### src/rtl/hazard_sequencer.sv
// Pipeline hazard sequencer: resolves memory freezes, taken-branch flushes,
// multi-cycle multiply occupancy and load-use stalls; counts stalls and flushes.
module hazard_sequencer #(
    parameter int MUL_CYCLES = 4
) (
    input  logic        Clk,
    input  logic        Reset,
    input  logic [4:0]  IFID_Rs,
    input  logic [4:0]  IFID_Rt,
    input  logic        IFID_UsesRt,
    input  logic        IDEX_MemRead,
    input  logic [4:0]  IDEX_Rt,
    input  logic        IDEX_IsMul,
    input  logic        BranchTaken,
    input  logic        EXMEM_MemAccess,
    input  logic        DmemReady,
    output logic        PCWrite,
    output logic        IFIDWrite,
    output logic        IDEXWrite,
    output logic        EXMEMWrite,
    output logic        IFIDFlush,
    output logic        IDEXBubble,
    output logic        EXMEMBubble,
    output logic        MEMWBBubble,
    output logic [15:0] StallCycles,
    output logic [15:0] FlushCount
);

    typedef enum logic {RUN, MULWAIT} state_e;

    state_e      state_q, state_d;
    logic [3:0]  mul_cnt_q, mul_cnt_d;
    logic [15:0] stall_q, flush_q;
    logic        flush_inc;
    logic        mem_stall, load_use;

    assign mem_stall = EXMEM_MemAccess & ~DmemReady;
    assign load_use  = IDEX_MemRead & (IDEX_Rt != 5'd0) &
                       ((IDEX_Rt == IFID_Rs) | (IFID_UsesRt & (IDEX_Rt == IFID_Rt)));

    always_ff @(posedge Clk) begin
        if (Reset) begin
            state_q   <= RUN;
            mul_cnt_q <= 4'd0;
            stall_q   <= 16'd0;
            flush_q   <= 16'd0;
        end else begin
            state_q   <= state_d;
            mul_cnt_q <= mul_cnt_d;
            if (!PCWrite && stall_q != 16'hFFFF)
                stall_q <= stall_q + 16'd1;
            if (flush_inc && flush_q != 16'hFFFF)
                flush_q <= flush_q + 16'd1;
        end
    end

    always_comb begin
        state_d     = state_q;
        mul_cnt_d   = mul_cnt_q;
        flush_inc   = 1'b0;
        PCWrite     = 1'b1;
        IFIDWrite   = 1'b1;
        IDEXWrite   = 1'b1;
        EXMEMWrite  = 1'b1;
        IFIDFlush   = 1'b0;
        IDEXBubble  = 1'b0;
        EXMEMBubble = 1'b0;
        MEMWBBubble = 1'b0;

        if (Reset) begin
            PCWrite     = 1'b0;
            IFIDWrite   = 1'b0;
            IDEXWrite   = 1'b0;
            EXMEMWrite  = 1'b0;
            IFIDFlush   = 1'b1;
            IDEXBubble  = 1'b1;
            EXMEMBubble = 1'b1;
            MEMWBBubble = 1'b1;
        end else if (mem_stall) begin
            // Freeze everything up to MEM; MulCnt and state hold in both states
            PCWrite     = 1'b0;
            IFIDWrite   = 1'b0;
            IDEXWrite   = 1'b0;
            EXMEMWrite  = 1'b0;
            MEMWBBubble = 1'b1;
        end else begin
            unique case (state_q)
                RUN: begin
                    if (BranchTaken) begin
                        IFIDFlush  = 1'b1;
                        IDEXBubble = 1'b1;
                        flush_inc  = 1'b1;
                    end else if (IDEX_IsMul) begin
                        PCWrite     = 1'b0;
                        IFIDWrite   = 1'b0;
                        IDEXWrite   = 1'b0;
                        EXMEMBubble = 1'b1;
                        state_d     = MULWAIT;
                        mul_cnt_d   = 4'(MUL_CYCLES - 2);
                    end else if (load_use) begin
                        PCWrite    = 1'b0;
                        IFIDWrite  = 1'b0;
                        IDEXBubble = 1'b1;
                    end
                end
                MULWAIT: begin
                    if (mul_cnt_q != 4'd0) begin
                        PCWrite     = 1'b0;
                        IFIDWrite   = 1'b0;
                        IDEXWrite   = 1'b0;
                        EXMEMBubble = 1'b1;
                        mul_cnt_d   = mul_cnt_q - 4'd1;
                    end else begin
                        state_d = RUN;
                    end
                end
                default: state_d = RUN;
            endcase
        end
    end

    assign StallCycles = stall_q;
    assign FlushCount  = flush_q;

endmodule

### config.mk
export PLATFORM = sky130hd
export DESIGN_NAME = hazard_sequencer
export DESIGN_NICKNAME = d
export VERILOG_FILES = /design/src/rtl/hazard_sequencer.sv
export SDC_FILE = /design/constraint.sdc
export NUM_CORES = 1
export LEC_CHECK = 0
export BUFFER_PORTS_ARGS = -buffer_cell sky130_fd_sc_hd__buf_4
export CORE_ASPECT_RATIO = 0.75
export CORE_UTILIZATION = 46
export CTS_CLUSTER_DIAMETER = 120
export CTS_CLUSTER_SIZE = 16
export DETAILED_ROUTE_END_ITERATION = 10
export PLACE_DENSITY = 0.76
export SYNTH_ARGS = -nofsm -noshare
export SYNTH_HDL_FRONTEND = slang
export SYNTH_SLANG_ARGS = --single-unit
### constraint.sdc
create_clock -name Clk -period 2.4 [get_ports Clk]
set_clock_uncertainty 0.15 [all_clocks]
set_input_delay 0.24 -clock Clk [delete_from_list [all_inputs] [get_ports Clk]]
set_output_delay 0.24 -clock Clk [all_outputs]
set_load 0.05 [all_outputs]
==> summary.md, run 1 <==
| Metric | Value |
|---|---|
| Share of layout cells above drive strength 1 | `0.358` |
| Synth top cells by count | `dfxtp_1, nor2_1, xor2_1, nand2_1, nand3_1` |
| Max IR drop VDD | `between 0.0003 and 0.0004 V` |
| Total clock sinks | `37` |
| Mapped Nets | `275` |
| Ranking of synthesized cells by area | `dfxtp_1, xor2_1, nor2_1` |
| Worst setup margin | `-0.0540 ns` |
| Ant diodes | `0` |
| Clk buf depth | `2` |
| Element type at the critical path start | `register` |
| Total Power | `1.42 mW` |
| FF-to-FF setup slack | `0.02 ns` |
| Die area | `~0.0048 mm^2` |
| Failing checks | `negative setup slack` |
| Gr ovfl total | `0` |
| Most numerous cell in the Yosys netlist | `dfxtp_1` |
| Worst setup path category | `reg -> out` |
| Power per cell area | `488 mW/mm^2` |
| EDFF count, synth | `0` |
| Initial DRT Pass Iterations | `4` |
| Start point of the worst hold path | `Reset` |
| TNS Setup | `-0.107 ns` |
| Synth warn | `0` |
| Highest metal used | `met4` |
| Worst r2r path cells | `7` |
| Netlist Area Pre-Place | `approximately 0.0021 mm^2` |
| F_max | `407 MHz` |
| Async SR Flop Fraction | `0` |
| Worst-path clk slew | `approximately 0.070 ns` |
| Via count | `2122` |
| Post-route ant nets | `0` |
| Global-route wire length before repair | `8580 um` |
| Fin. max-slew vios | `0` |
| Root Buffer | `clkbuf_8` |
| Setup crit end kind | `output port` |
| Tmin final | `2.45 ns` |
| Fin crit share | `1.02` |
| Worst-Margin Slew | `0.551 ns` |
| RSZ-0062 raised after global routing | `true` |
| Met2 Wirelength | `about 2400 um` |
| RD Place Congestion | `approximately 0.8` |
| Final Hold Viols | `0` |
| Vias in the first global route | `~1900` |
| Post-synth top area share | `0.358` |
| Max cap viols | `0` |
| Synth Register Bits | `37` |
| DP HPWL | `3810 um` |
| Reg area | `743 um^2` |
| PortBufs | `62` |
| Relative slew slack | `0.632` |
| Antenna violations before repair | `0` |
| Die Ht | `60.1 um` |
| Register area share after synthesis | `0.358` |
| Mean Syn Cell Area | `8.31 um^2` |
| Layout area overhead | `40.8%` |
| Hold Crit Class | `in -> reg` |
| Status | `finished, violations left` |
| Drt total wl | `5410 um` |
| Wire per inst | `14.1 um` |
| Routed length on met1 | `between 2000 and 3000 um` |
| Area leader, netlist | `dfxtp_1` |
| Vias/cell | `5.51` |
| Hold path endpoint | `StallCycles[6]$_SDFFE_PP0P_` |
| Library cells used by synthesis | `47` |
| Die Span X | `79.4 um` |
| Nets | `355` |
| Setup violators final | `2` |
| Worst EP arrival | `2.06 ns` |
| Critical Path RT | `between 2 and 2.5 ns` |
| Main flop type after synthesis | `dfxtp_1` |
| Reg2reg start | `state_q$_SDFFE_PP0N_` |
| Initial Util | `0.495` |
| Row cnt | `20` |
| Clock Latency Late Sink | `0.30 ns` |
| Core area | `0.00418 mm^2` |
| Ports | `63` |
| Hold Crit Depth | `2` |
| R2R Path End | `StallCycles[13]$_SDFFE_PP0P_` |
| FILL cells | `324` |
| Largest net degree at the start of global routing | `23` |
| TritonCTS clock tree | `done` |
| GRT Overall Usage | `0.238` |
| Hold bufs inserted after CTS | `0` |
| Cells after Synth | `249` |
| Footprint of the multi-input gates | `between 0.001 and 0.0015 mm^2` |
| Wire length on met3 | `425 um` |
| Crit Path Max Fanout | `2` |
| Drt first-iter violations | `roughly 110` |
| Leak Pwr | `1.21 nW` |
| Drt drc | `0` |
| CTS buffer count | `5` |
| Max H-tree Level | `2` |
==> routing by layer <==
layer  up-vias  global-route usage
li1       1049                   -
met1       979               0.304
met2        83               0.381
met3        11              0.0534
met4         0               0.114
met5         -                   0
==> metrics by stage <==
step	area, um^2	util	setup WS [ns]	hold WS, ns	std cells
2_1_floorplan	2120	-	-0.395	0.303	249
3_3_place_gp	2690	0.644	0.120	0.314	368
3_5_place_dp	2690	0.644	0.0708	0.343	368
4_1_cts	2850	0.681	-0.0468	0.0658	382
5_1_grt	2910	0.697	-0.148	0.0814	385
6_report	2910	0.697	-0.0540	0.0738	385
==> worst max-delay path: stages (launching register included) <==
cell and delay [ns]:
dfxtp_2 0.33, inv_2 0.07, ha_4 0.12, or3b_4 0.39, a2111oi_4 0.31, buf_4 0.17
a21boi_4 0.19, buf_6 0.18
==> worst max path at each step <==
stage,startpoint,endpoint,slack (ns),depth (start not counted)
6_report,mul_cnt_q[0]$_SDFFE_PP0P_,IFIDWrite,-0.05,7
3_3_place_gp,mul_cnt_q[1]$_SDFFE_PP0P_,StallCycles[5]$_SDFFE_PP0P_,0.12,8
4_1_cts,mul_cnt_q[1]$_SDFFE_PP0P_,IFIDWrite,-0.05,7
3_5_place_dp,mul_cnt_q[1]$_SDFFE_PP0P_,StallCycles[5]$_SDFFE_PP0P_,0.07,8
2_1_floorplan,mul_cnt_q[1]$_SDFFE_PP0P_,PCWrite,-0.40,6
5_1_grt,mul_cnt_q[0]$_SDFFE_PP0P_,IFIDWrite,-0.15,7
==> power breakdown <==
group	switching, mW	total (mW)	internal [mW]
Combinational	0.173	0.303	0.129
Clock	0.223	0.483	0.259
Sequential	0.0104	0.636	0.626
Total	0.407	1.42	1.01
==> final cells by class <==
type	instances	area share
sequential	37	0.255
tap	55	0.0236
clock buffer	7	0.0331
timing repair buffer	84	0.226
inverter	7	0.00902
multi-input combinational	194	0.451
clock inverter	1	0.00172
==> flip-flops by register name, summed over array words and instances, names as in the netlist <==
signal,flops
FlushCount,16
StallCycles,16
mul_cnt_q,4
state_q,1
==> placed cells by master, fill, tap and decap left out, types with 3 or more instances in the layout <==
master    count
nand4_1       4
o21ai_0       4
nor4_1        3
a21oi_1      14
dfxtp_1      35
or3_1         6
o31ai_1       3
inv_1         5
or4_1         4
mux2_2        4
nand3_1      17
mux2i_1       3
xor2_1       23
o21ai_1       5
nand2_1      17
nor2b_1       5
buf_4        80
clkbuf_8      7
and3_1        6
nor3b_1       4
nor3_1        3
nor2_1       31
==> timing repair <==
| action | 4_1_cts | 5_1_grt |
|---|---|---|
| gates resized for setup | 3 | 6 |
| buffers inserted | 6 | 2 |
| endpoints found under the setup margin | 2 | 14 |
| pin swaps | 0 | 3 |
| gates cloned | 0 | 1 |
==> cell families after synthesis <==
kind of cell | after synthesis | synth area share
multiplexers | 7 | 0.0363
adder cells (fa/ha/maj) | 3 | 0.0182
AO/OA/AOI/OAI | 42 | 0.144
AND/OR/NAND/NOR | 117 | 0.300
flip-flops | 37 | 0.358
buffers and inverters | 19 | 0.0417
XOR/XNOR | 24 | 0.102
(Power assumes the default switching activity.)
==> run 2: changes to the inputs <==
- MAX_ROUTING_LAYER: default -> met4
- SETUP_SLACK_MARGIN: default -> 0.15
==> run 2 against run 1 <==
The flow still finishes with violations (negative setup slack). Utilization up 0.48 points. Total power up 5.3%. Combinational power shrank 6%. Worst hold slack got worse by 0.070 ns. Non-clock buffer count increased by 1. Die area stayed put. Setup slack got worse by 0.011 ns. First-iteration DRC count grew 29%. Clock-buffer cell count shrank 1. Sequential share of layout area hardly changed. Critical path type unchanged. Largest power group unchanged.
==> summary.md, run 2 (synthesis results as in run 1) <==
| Metric | Value |
|---|---|
| Status | `finished, violations left` |
| Failing checks | `negative setup slack` |
| Layout area overhead | `41.7%` |
| Drt total wl | `5130 um` |
| TritonCTS clock tree | `done` |
| RD Place Congestion | `approximately 0.85` |
| DP HPWL | `3740 um` |
| Hold Crit Class | `in -> reg` |
| Hold bufs inserted after CTS | `0` |
| Die Ht | `60.1 um` |
| Slowest stage cell on the critical path | `or3b_4` |
| Crit path buf inv count | `3` |
| RSZ-0062 raised after global routing | `true` |
| PortBufs | `62` |
| Met3 Use GR | `0.0550` |
| Max cap viols | `0` |
| Commonest non-fill, non-tap cell in the layout | `buf_4` |
| Antenna violations before repair | `0` |
| Element type at the critical path start | `register` |
| Largest net degree at the start of global routing | `23` |
| Fin crit share | `1.03` |
| TNS Setup | `-0.140 ns` |
| Critical Path RT | `2.01 ns` |
| Clock Latency Late Sink | `0.29 ns` |
| CP delay by family, top | `compound AO/OA/AOI/OAI gates` |
| Power per cell area | `511 mW/mm^2` |
| Setup violators final | `3` |
| M1 GR Usage | `0.307` |
| Critical Path Max Stage Delay | `0.39 ns` |
| FF-to-FF setup slack | `0.01 ns` |
| Post-route ant nets | `0` |
| Row cnt | `20` |
| Core area | `0.00418 mm^2` |
| Top Usage Layer GRT | `met2` |
| Hold path endpoint | `mul_cnt_q[3]$_SDFFE_PP0P_` |
| Worst EP arrival | `2.08 ns` |
| Gr ovfl total | `0` |
| Relative slew slack | `0.548` |
| Total clock sinks | `37` |
| Initial DRT Pass Iterations | `4` |
| Drt first-iter violations | `147` |
| Commonest cells after routing, fill and taps aside | `buf_4, dfxtp_1, nor2_1` |
| Worst setup margin | `-0.0653 ns` |
| Met2 Use GR | `0.348` |
| Ports | `63` |
| Tmin final | `about 2.5 ns` |
| Initial Util | `0.495` |
| Start point of the worst hold path | `Reset` |
| Final Hold Viols | `0` |
| Setup crit end kind | `output port` |
| F_max | `406 MHz` |
| CTS buffer count | `5` |
| Via count | `2070` |
| Die area | `0.00477 mm^2` |
| Vias in the first global route | `1755` |
| Global-route wire length before repair | `8140 um` |
| Fin. max-slew vios | `0` |
| Share of layout cells above drive strength 1 | `0.367` |
| Leak Pwr | `around 1.2 nW` |
| Reg2reg start | `mul_cnt_q[1]$_SDFFE_PP0P_` |
| Worst-path clk slew | `around 0.080 ns` |
| Nets | `355` |
| Root Buffer | `clkbuf_8` |
| R2R Path End | `StallCycles[7]$_SDFFE_PP0P_` |
| Max IR drop VDD | `0.000417 V` |
| Drt drc | `0` |
| Max H-tree Level | `2` |
| Wire per inst | `13.3 um` |
| Die Span X | `79.4 um` |
| Vias/cell | `between 5 and 6` |
| Cell Chain, Critical Path | `inv_2, ha_4, or3b_4, a2111oi_4, buf_4, a21boi_4, buf_6` |
| Worst r2r path cells | `8` |
| Clk buf depth | `2` |
| Crit Path Max Fanout | `2` |
| Worst setup path category | `reg -> out` |
| Worst-Margin Slew | `0.676 ns` |
| Ant diodes | `0` |
| Total Power | `1.50 mW` |
| Hold Crit Depth | `2` |
| GRT Overall Usage | `0.230` |
-- run 2: through the flow --
| stage | utilization | hold WS (ns) | setup slack [ns] | std cells | cell area [um^2] |
|---|---|---|---|---|---|
| final | 0.701 | 0.00372 | -0.0653 | 385 | 2930 |
| after global routing | 0.701 | 0.00423 | -0.156 | 385 | 2930 |
| after CTS | 0.698 | 0.000623 | -0.0650 | 384 | 2920 |
| after detailed placement | 0.649 | 0.312 | 0.0458 | 371 | 2710 |
| after global placement | 0.649 | 0.313 | 0.105 | 371 | 2710 |
| after floorplan | - | 0.303 | -0.395 | 249 | 2120 |
-- run 2: worst max path at each step --
stage,endpoint,from,cells past startpoint
after floorplan,PCWrite,mul_cnt_q[1]$_SDFFE_PP0P_,6
after global placement,StallCycles[5]$_SDFFE_PP0P_,mul_cnt_q[1]$_SDFFE_PP0P_,8
after detailed placement,StallCycles[5]$_SDFFE_PP0P_,mul_cnt_q[1]$_SDFFE_PP0P_,8
after CTS,PCWrite,mul_cnt_q[1]$_SDFFE_PP0P_,7
after global routing,PCWrite,mul_cnt_q[0]$_SDFFE_PP0P_,7
final,PCWrite,mul_cnt_q[1]$_SDFFE_PP0P_,7
-- run 2: worst reg2reg max path, cell delays in order (launching register included) --
cell and delay, ns:
dfxtp_2 0.33, inv_2 0.07, ha_4 0.13, or3b_4 0.39, a2111oi_4 0.32, a21oi_1 0.08
o21ba_4 0.42, nor3_2 0.09, mux2_4 0.30
-- run 2: per-layer routing --
| layer | wire (um) | vias to the layer above |
|---|---|---|
| li1 | - | 1045 |
| met5 | 0 | - |
| met2 | 2300 | 57 |
| met1 | 2490 | 966 |
| met4 | 19 | 0 |
| met3 | 328 | 2 |
-- run 2: power by group --
part	switching [mW]	internal [mW]	total, mW
sequential	0.0107	0.624	0.635
clock	0.238	0.338	0.576
combinational	0.165	0.121	0.286
-- run 2: cell type report --
class / count / area [um^2]
repair buffers: 85 / 657
fillers: 325 / 1250
inverters: 7 / 26.3
well taps: 55 / 68.8
multi-input cells: 193 / 1310
flip-flops and latches: 37 / 747
clock inverters: 2 / 37.5
clock buffers: 6 / 82.6
-- run 2: repair_timing --
item	in CTS	in global routing
resized for setup	13	2
endpoints found under the setup margin	12	20
setup buffers	5	1
pin swaps	8	9
==> run 3: changes to the inputs <==
- CORE_UTILIZATION: 46 -> 55
- PLACE_DENSITY: 0.76 -> 0.85
- SKIP_LAST_GASP: default -> 1
- clock period: 2.4 -> 3 ns (I/O delays scaled with it)
==> run 3 against run 2 <==
The flow now finishes without violations. Setup slack better by 0.53 ns. Sequential power is 19% lower. Final cell count fell by 7.3%. Clock power down 23%. Combinational power fell by 33%. Flip-flop and latch count unchanged. First-iteration DRC count fell by 29%. Die area fell by 16%. Register-to-register slack better by 0.56 ns. Critical path depth is 1 lower.
==> summary.md, run 3 (synthesis results as in run 1) <==
| Metric | Value |
|---|---|
| Die Ht | `55.1 um` |
| Worst EP arrival | `2.09 ns` |
| Gr ovfl total | `0` |
| Element type at the critical path start | `register` |
| Setup crit end kind | `output port` |
| Setup violators final | `0` |
| Post-DP Area | `~0.0026 mm^2` |
| Row cnt | `18` |
| Wire per inst | `13.2 um` |
| Clk buf depth | `2` |
| Layout area overhead | `29.5%` |
| Total clock sinks | `37` |
| Drt total wl | `4700 um` |
| Crit Path Max Fanout | `4` |
| Worst setup path category | `reg -> out` |
| Fin area | `0.00268 mm^2` |
| DP HPWL | `3400 um` |
| Drt drc | `0` |
| Core area | `around 0.0034 mm^2` |
| Dpl cells | `349` |
| FILL cells | `280` |
| Hold Crit Class | `in -> reg` |
| Hold_ws | `about 0.29 ns` |
| Die area | `0.00401 mm^2` |
| Worst-Margin Slew | `0.625 ns` |
| DP Worst Slack | `0.608 ns` |
| GRT Overall Usage | `0.253` |
| Max cap viols | `0` |
| Reg area | `around 740 um^2` |
| Fin crit share | `0.846` |
| Antenna violations before repair | `0` |
| Die Span X | `72.8 um` |
| Clock Latency Late Sink | `0.28 ns` |
| Status | `complete, no violations` |
| CTS resizes | `0` |
| Initial DRT Pass Iterations | `4` |
| Nets | `332` |
| Tmin final | `about 2.5 ns` |
| Total Power | `1.15 mW` |
| # Post-CTS Setup Buffers | `0` |
| Commonest non-fill, non-tap cell in the layout | `buf_4` |
| Drt first-iter violations | `104` |
| Non-Filler Instances | `between 300 and 400` |
| Max H-tree Level | `2` |
| Worst setup margin | `0.462 ns` |
| Critical Path RT | `between 2 and 3 ns` |
| Ports | `63` |
| Core Util, Final | `0.777` |
| Initial Util | `0.600` |
| TritonCTS clock tree | `done` |
| Relative slew slack | `0.583` |
| Ant diodes | `0` |
| RSZ-0062 raised after global routing | `false` |
| PortBufs | `62` |
| Via count | `1961` |
| Largest net degree at the start of global routing | `48` |
| Vias/cell | `5.49` |
| Vias in the first global route | `1649` |
| Root Buffer | `clkbuf_8` |
| RD Place Congestion | `around 0.8` |
| Global-route wire length before repair | `~7500 um` |
| Power per cell area | `429 mW/mm^2` |
| TNS Setup | `0 ns` |
| F_max | `394 MHz` |
| Hold bufs inserted after CTS | `0` |
| CTS buffer count | `5` |
| Footprint of the multi-input gates | `0.00126 mm^2` |
| Worst-path clk slew | `0.06 ns` |
| Commonest cells after routing, fill and taps aside | `buf_4, dfxtp_1, nor2_1` |
| Final Hold Viols | `0` |
| Leak Pwr | `between 1 and 1.5 nW` |
| Slowest stage cell on the critical path | `a2111oi_4` |
| Critical Path Max Stage Delay | `0.41 ns` |
| Post-route ant nets | `0` |
| Cell Chain, Critical Path | `inv_2, ha_4, or3b_4, a2111oi_4, a21boi_4, buf_4` |
| Share of layout cells above drive strength 1 | `0.290` |
| Fin. max-slew vios | `0` |
| Max IR drop VDD | `0.000345 V` |
==> run 3: changes by cell type in the layout (fill, tap and decap cells not counted), moves of 2 or more <==
cell,before,now
mux2_4,3,0
buf_6,3,0
o21ai_1,5,0
mux2_2,1,4
o21ai_0,4,9
nor3_2,2,0
buf_4,81,62
nor3_1,3,5
==> run 3: layer usage <==
| metal | up-vias | GRT usage | routed length (um) |
|---|---|---|---|
| met4 | 0 | 0.0817 | 51 |
| li1 | 997 | - | - |
| met3 | 5 | 0.0489 | 242 |
| met2 | 65 | 0.408 | 2200 |
| met5 | - | - | 0 |
| met1 | 894 | 0.326 | 2210 |
==> run 3: cell type report <==
cell class,instances,share of cell area
Multi-Input combinational cell,193,0.472
Sequential cell,37,0.277
Timing Repair Buffer,62,0.174
Clock buffer,7,0.0322
Tap cell,50,0.0234
Clock inverter,1,0.0112
Inverter,7,0.00981
==> run 3: final timing paths <==
path	cells past startpoint	end	start	slack, ns
max	6	PCWrite	mul_cnt_q[1]$_SDFFE_PP0P_	0.46
min	4	state_q$_SDFFE_PP0N_	DmemReady	0.29
max reg2reg	8	StallCycles[11]$_SDFFE_PP0P_	mul_cnt_q[1]$_SDFFE_PP0P_	0.57
min reg2reg	2	mul_cnt_q[0]$_SDFFE_PP0P_	mul_cnt_q[0]$_SDFFE_PP0P_	0.34
==> run 3: power breakdown <==
part / leakage (nW) / total, mW / internal, mW / switching [mW]
combinational: 0.718 / 0.192 / 0.0746 / 0.118
sequential: 0.300 / 0.516 / 0.501 / 0.0149
clock: 0.0585 / 0.441 / 0.271 / 0.170
total: 1.08 / 1.15 / 0.846 / 0.302
==> run 3: critical path, delay by kind of cell, from the launching register on <==
| kind | cells | cell delay [ns] |
|---|---|---|
| AO/OA/AOI/OAI | 2 | 0.66 |
| adder cells (fa/ha/maj) | 1 | 0.13 |
| buffers and inverters | 2 | 0.28 |
| flip-flops | 1 | 0.34 |
| AND/OR/NAND/NOR | 1 | 0.39 |
